==> src/rtl/pipelined_adder.sv <==
// Pipelined add/subtract: STAGES carry-save slices with operand skew and result de-skew.
// Define PIPELINED_ADDER_FLAGS_EN to register the zero/negative flags; otherwise they are tied to 0.
module pipelined_adder #(
  parameter int WIDTH  = 32,
  parameter int STAGES = 4
) (
  input  logic             i_clock,
  input  logic             i_reset,
  input  logic [WIDTH-1:0] i_operandA,
  input  logic [WIDTH-1:0] i_operandB,
  input  logic             i_carry,
  input  logic             i_sub,
  input  logic             i_valid,
  output logic             o_ready,
  output logic [WIDTH-1:0] o_result,
  output logic             o_carry,
  output logic             o_overflow,
  output logic             o_zero,
  output logic             o_negative,
  output logic             o_valid,
  input  logic             i_ready
);

  localparam int SW   = (STAGES > 0) ? WIDTH / STAGES : 1;
  localparam int LAST = STAGES - 1;

  if (STAGES < 1 || WIDTH < 2 || (WIDTH % STAGES) != 0) begin : g_bad_cfg
    $error("pipelined_adder: WIDTH must be >= 2 and an integer multiple of STAGES");
  end

  logic             advance;
  logic [WIDTH-1:0] b_eff;
  logic             cin_eff;
  logic             valid_q, valid_d;
  logic [WIDTH-1:0] result_q, result_d;
  logic             carry_q, carry_d;
  logic             ovf_q, ovf_d;

  assign advance = ~valid_q | i_ready;
  // A reset cycle always reports ready: whatever is presented is dropped with the flushed pipe.
  assign o_ready = advance | ~i_reset;
  assign b_eff   = i_sub ? ~i_operandB : i_operandB;
  assign cin_eff = i_carry ^ i_sub;

  for (genvar k = 0; k < STAGES; k++) begin : stg
    localparam int LEFT_W = WIDTH - k * SW;
    localparam int DONE_W = (k + 1) * SW;

    logic [LEFT_W-1:0] a_src, b_src;
    logic              c_src, v_src, sub_src;
    logic [SW:0]       sum;
    logic [DONE_W-1:0] res_sum;

    if (k == 0) begin : g_in
      assign a_src   = i_operandA;
      assign b_src   = b_eff;
      assign c_src   = cin_eff;
      assign v_src   = i_valid;
      assign sub_src = i_sub;
      assign res_sum = sum[SW-1:0];
    end else begin : g_in
      assign a_src   = stg[k-1].g_reg.a_q;
      assign b_src   = stg[k-1].g_reg.b_q;
      assign c_src   = stg[k-1].g_reg.c_q;
      assign v_src   = stg[k-1].g_reg.v_q;
      assign sub_src = stg[k-1].g_reg.sub_q;
      assign res_sum = {sum[SW-1:0], stg[k-1].g_reg.r_q};
    end

    assign sum = {1'b0, a_src[SW-1:0]} + {1'b0, b_src[SW-1:0]} + {{SW{1'b0}}, c_src};

    if (k < LAST) begin : g_reg
      localparam int REST_W = LEFT_W - SW;

      logic              v_q, v_d, c_q, c_d, sub_q, sub_d;
      logic [DONE_W-1:0] r_q, r_d;
      logic [REST_W-1:0] a_q, a_d, b_q, b_d;

      // NOTE: every always_comb output gets its hold value first, so no path can infer a latch.
      always_comb begin
        v_d   = v_q;
        c_d   = c_q;
        sub_d = sub_q;
        r_d   = r_q;
        a_d   = a_q;
        b_d   = b_q;
        if (advance) begin
          v_d   = v_src;
          c_d   = sum[SW];
          sub_d = sub_src;
          r_d   = res_sum;
          a_d   = a_src[LEFT_W-1:SW];
          b_d   = b_src[LEFT_W-1:SW];
        end
      end

      always_ff @(posedge i_clock) begin
        if (!i_reset) v_q <= 1'b0;
        else          v_q <= v_d;
      end

      // NOTE: skew/de-skew data needs no reset; the cleared valid bit already marks it as garbage.
      always_ff @(posedge i_clock) begin
        c_q   <= c_d;
        sub_q <= sub_d;
        r_q   <= r_d;
        a_q   <= a_d;
        b_q   <= b_d;
      end
    end
  end

  always_comb begin
    valid_d  = valid_q;
    result_d = result_q;
    carry_d  = carry_q;
    ovf_d    = ovf_q;
    if (advance) begin
      valid_d  = stg[LAST].v_src;
      result_d = stg[LAST].res_sum;
      carry_d  = stg[LAST].sum[SW] ^ stg[LAST].sub_src;
      ovf_d    = (stg[LAST].a_src[SW-1] == stg[LAST].b_src[SW-1]) &
                 (stg[LAST].res_sum[WIDTH-1] != stg[LAST].a_src[SW-1]);
    end
  end

  always_ff @(posedge i_clock) begin
    if (!i_reset) begin
      valid_q  <= 1'b0;
      result_q <= '0;
      carry_q  <= 1'b0;
      ovf_q    <= 1'b0;
    end else begin
      valid_q  <= valid_d;
      result_q <= result_d;
      carry_q  <= carry_d;
      ovf_q    <= ovf_d;
    end
  end

  assign o_valid    = valid_q;
  assign o_result   = result_q;
  assign o_carry    = carry_q;
  assign o_overflow = ovf_q;

`ifdef PIPELINED_ADDER_FLAGS_EN
  logic zero_q, zero_d, neg_q, neg_d;

  always_comb begin
    zero_d = zero_q;
    neg_d  = neg_q;
    if (advance) begin
      zero_d = (stg[LAST].res_sum == '0);
      neg_d  = stg[LAST].res_sum[WIDTH-1];
    end
  end

  always_ff @(posedge i_clock) begin
    if (!i_reset) begin
      zero_q <= 1'b0;
      neg_q  <= 1'b0;
    end else begin
      zero_q <= zero_d;
      neg_q  <= neg_d;
    end
  end

  assign o_zero     = zero_q;
  assign o_negative = neg_q;
`else
  assign o_zero     = 1'b0;
  assign o_negative = 1'b0;
`endif

endmodule

==> config.mk <==
export PLATFORM = sky130hd
export DESIGN_NAME = pipelined_adder
export DESIGN_NICKNAME = d
export VERILOG_FILES = /design/src/rtl/pipelined_adder.sv
export SDC_FILE = /design/constraint.sdc
export NUM_CORES = 1
export LEC_CHECK = 0
export CELL_PAD_IN_SITES_DETAIL_PLACEMENT = 1
export CELL_PAD_IN_SITES_GLOBAL_PLACEMENT = 1
export CORE_ASPECT_RATIO = 0.9
export CORE_MARGIN = 2
export CORE_UTILIZATION = 30
export CTS_CLUSTER_SIZE = 12
export DETAILED_ROUTE_END_ITERATION = 16
export HOLD_SLACK_MARGIN = 0.15
export PLACE_DENSITY_LB_ADDON = 0.1
export SLEW_MARGIN = 20
export SYNTH_ARGS = -nofsm -noshare
export SYNTH_HDL_FRONTEND = slang
export SYNTH_SLANG_ARGS = --single-unit
==> constraint.sdc <==
create_clock -name i_clock -period 9.2 [get_ports i_clock]
set_input_delay 2.3 -clock i_clock [delete_from_list [all_inputs] [get_ports i_clock]]
set_output_delay 2.3 -clock i_clock [all_outputs]
set_load 0.01 [all_outputs]
Yosys cells after proc, flatten, opt, wreduce, memory -nomap -nowiden:

Index checks and enable logic that the tools add are counted.

* bitwise gates (word level): 8
* mux-type cells: 1
* add/subtract/negate cells: 8
* equality and inequality tests: 2

Operators by type and width (number)
* adder 8 x 8 -> 9 bit: 4
* adder 9 x 1 -> 9 bit: 4
* two-way mux 32 bit: 1
* NOT 32 bit: 1
* NOT 1 bit: 2
* bitwise OR 1 bit: 2
* XOR 1 bit: 2
* AND 1 bit: 1
* equality test 1 bit: 1
* inequality test 1 bit: 1

* bits of input ports: 70
* flip-flop bits (word level): 188
* output and inout port bits: 38
* word-level logic and storage cells: 41

Longest topological paths before layout:

* word-level depth: 4
* gate-level depth with buffers: 11

Worst setup path after synthesis:

No wires, ideal clock.

* path kind: input to output
* start: in i_ready
* end: out o_ready
* slack: 3962 ps
* data arrival time: 2938 ps
* buffers on the path: 2
* required time: 6900 ps
* stages: 4
* cell sequence: nor2b_1 buf_2 clkbuf_1 nand2_1

* word-level cells in the longest chain between the ends: 2

Ends and longest elaborated chain
* start: declaration: line 21 `input logic i_ready`
* bitwise OR 1 bit: line 39 `assign advance = ~valid_q | i_ready;`
* bitwise OR 1 bit: line 41 `assign o_ready = advance | ~i_reset;`
* end: declaration: line 14 `output logic o_ready,`

No other way between the ends.

Worst setup path in the final report:

Ends and elaborated chain as after synthesis.

==> impl_metrics.csv <==
group,metric,value,unit
status,status,"completed",
setup_path,rr_worst_depth,6,
yosys,synth_area_per_cell,14.32,um^2
sta,worst_pin_slew,0.9696,ns
yosys,synthesis.area,7403,um^2
cts,path_clk_slew,0.07,ns
floorplan,start_util,30.52,%
cts,postCtsResizedCells,0,
yosys,synth_top_area_share,60.84,%
flow_run,cap_violations,0,
cts,cts.sinks,188,
floorplan,chipHeight,153.0,um
yosys,yosysSeqAreaShare,71.12,%
yosys,yosys-top-cells-count,"150 x edfxtp_1, 72 x nand2_1, 42 x a21oi_1, 42 x xor2_1, 38 x dfxtp_1",
yosys,synth_compound_area_share,5.662,%
power_and_ir_drop,leakage,3.556,nW
layout,multi_input_area,2004,um^2
cts,clk_latency,0.43,ns
yosys,yosys.area_share.simple,7.926,%
floorplan,core_region_area,24260,um^2
setup_path,r2r_slack,6.44,ns
grt,globalRouteOverflowTotal,0,
yosys,ys_warn_count,0,
cts,root_buffer,"clkbuf_16",
sta,post-route-period-util,67.14,%
power_and_ir_drop,powerDensity,237.1,nW/um^2
setup_path,required,6.90,ns
yosys,ys_async_sr_fraction,0,%
floorplan,ios,108,
setup_path,worstPathArrival,3.88,ns
drt,drtIter0Drc,158,
drt,drc,0,
yosys,synth_fa_ha_area_share,6.895,%
setup_path,endpoint_kind,"primary output",
floorplan,num_rows,54,
cts,h-tree-depth,4,
cts,clockBufferDepth,2,
placement,place_congestion,0.7296,
yosys,syn_inst,517,
yosys,synth_top_family_by_area,"simple AND/OR/NAND/NOR gates",
layout,n_antenna_cell,0,
yosys,yosysMostFrequentCell,"edfxtp_1",
yosys,synthXorXnorAreaFrac,6.388,%
placement,port_buffers,105,
layout,area_delta_synth_final,26.92,%
layout,register_area,5265,um^2
cts,cts_tree,"built",
placement,hpwlAfterDp,9119,um
sta,fin_crit,6.177,ns
drt,antenna_left,0,
sta,maxSlewHeadroom,35.36,%
sta,setup_tns,0,ns
grt,grt_max_degree,106,
layout,n_fill_cell,2477,
sta,max_freq,0.1619,GHz
drt,wl_per_cell,14.43,um
grt,grt_usage,11.06,%
sta,finClkSkew,0.01844,ns
yosys,synth-edff-count,150,
layout,fin_nets,733,
setup_path,r2r_end,"o_carry",
sta,hold_viol_final,0,
layout,drive_above_1_share,6.103,%
yosys,ys.flop_type,"edfxtp_1",
grt,antenna_found_initial,0,
drt,drt_first_pass_iters,4,
floorplan,die_w,169.6,um
setup_path,rr_startpoint,"o_valid",
cts,numCtsBuffers,17,
cts,postCtsHoldBufs,0,
yosys,synth_mux_area_share,0,%
setup_path,endpoint,"o_ready",
sta,drv_slew,0,
sta,finalSetupViolCount,0,
setup_path,worstPathMaxFanout,43,
drt,vias_per_cell,4.312,
setup_path,cp-startpoint,"i_ready",
yosys,synth.area.top_cells,"edfxtp_1 61%, dfxtp_1 10%, xor2_1 5.0%, ha_1 4.7%, nand2_1 3.7%",
floorplan,dieArea,25950,um^2
power_and_ir_drop,ir_drop,120.1,uV
setup_path,critPathLaunchType,"primary input",
yosys,synth-seq-cells,188,
placement,dp_cells,916,
min_path,hp-class,"reg2reg",
layout,stdcell_count,947,
yosys,yosys.area.top_type,"edfxtp_1",
grt,first_global_vias,4261,
drt,wl,13660,um
yosys,ys_types,38,
sta,rsz0062_at_grt,"false",
grt,grt_first_pass_wirelength,22180,um
cts,postCtsSetupRepairBufs,0,
drt,dr_total_vias,4083,
setup_path,path_class,"in2out",
## how the worst min path moves through the flow
stage	startpoint	endpoint	slack [ns]	cells after the start
after detailed placement	stg[0].g_reg.b_q[20]	stg[1].g_reg.b_q[12]	0.41	0
after floorplan	stg[0].g_reg.a_q[8]	stg[1].g_reg.a_q[0]	0.40	0
after global routing	stg[1].g_reg.r_q[7]	stg[2].g_reg.r_q[7]	0.42	0
final	stg[1].g_reg.r_q[7]	stg[2].g_reg.r_q[7]	0.42	0
after global placement	stg[0].g_reg.sub_q	stg[1].g_reg.sub_q	0.40	0
after CTS	stg[1].g_reg.r_q[7]	stg[2].g_reg.r_q[7]	0.41	0
## flip-flops by register name (all words and copies together) (netlist names)
register	cells
o_result	32
stg.g_reg.r_q	48
o_overflow	1
o_valid	1
stg.g_reg.c_q	3
stg.g_reg.a_q	48
o_carry	1
stg.g_reg.b_q	48
stg.g_reg.v_q	3
stg.g_reg.sub_q	3
## layout by cell type, fill, tap and decap left out, drive strengths merged, types with 4 or more instances in the layout
| master | netlist | routed |
|---|---|---|
| or3 | 5 | 5 |
| nor2b | 4 | 4 |
| clkbuf | 6 | 18 |
| ha | 28 | 28 |
| dfxtp | 38 | 38 |
| nor2 | 22 | 22 |
| o211ai | 5 | 5 |
| nand2 | 72 | 72 |
| bufinv | 0 | 4 |
| a21o | 4 | 4 |
| xor2 | 42 | 42 |
| a211oi | 6 | 6 |
| xnor2 | 12 | 12 |
| clkdlybuf4s50 | 0 | 104 |
| edfxtp | 150 | 150 |
| nor3 | 9 | 9 |
| nand3 | 11 | 11 |
| buf | 12 | 4 |
| a21oi | 42 | 42 |
| fa | 8 | 8 |
| inv | 13 | 16 |
| o21ai | 9 | 9 |
## kinds of logic after synthesis
family | Yosys count
fa+ha+maj | 36
simple gates | 134
flops | 188
buf+inv | 31
compound gates | 73
xor+xnor | 54
other cells | 1
## per-stage QoR
| stage | utilization (%) | total power, mW | worst slack (ns) | hold WS [ns] | cell area (um^2) |
|---|---|---|---|---|---|
| 2_1_floorplan | - | 1.326 | 3.962 | 0.4003 | 7407 |
| 3_3_place_gp | 36.20 | 1.474 | 3.015 | 0.4001 | 8780 |
| 3_5_place_dp | 36.20 | 1.486 | 2.995 | 0.4052 | 8780 |
| 4_1_cts | 38.74 | 2.265 | 2.988 | 0.4137 | 9397 |
| 5_1_grt | 38.74 | 2.342 | 2.906 | 0.4184 | 9397 |
| 6_report | 38.74 | 2.228 | 3.023 | 0.4157 | 9397 |
## critical path, stage by stage
cell and delay [ns]:
clkdlybuf4s50_1 0.45, nor2b_4 0.11, buf_4 0.42, nand2_1 0.10, clkdlybuf4s50_1 0.49
## routing by layer
layer / vias to the layer above / GRT usage, % / wire length, um
met5: - / 0 / 0
met3: 9 / 3.651 / 578
met4: 0 / 3.663 / 156
met2: 75 / 18.11 / 6684
li1: 2065 / - / -
met1: 1934 / 13.80 / 6245
## cell type report
type | instances | share of cell area (%)
clock inverters | 13 | 1.997
flip-flops and latches | 188 | 56.03
repair buffers | 108 | 11.37
well taps | 308 | 4.101
multi-input cells | 299 | 21.33
clock buffers | 18 | 4.567
inverters | 13 | 0.5992
## power by group
| group | internal, mW | switching (mW) |
|---|---|---|
| combinational | 0.166 | 0.149 |
| sequential | 1.09 | 0.0532 |
| clock | 0.456 | 0.313 |
| total | 1.71 | 0.515 |
Power figures use the tool's default switching activity.
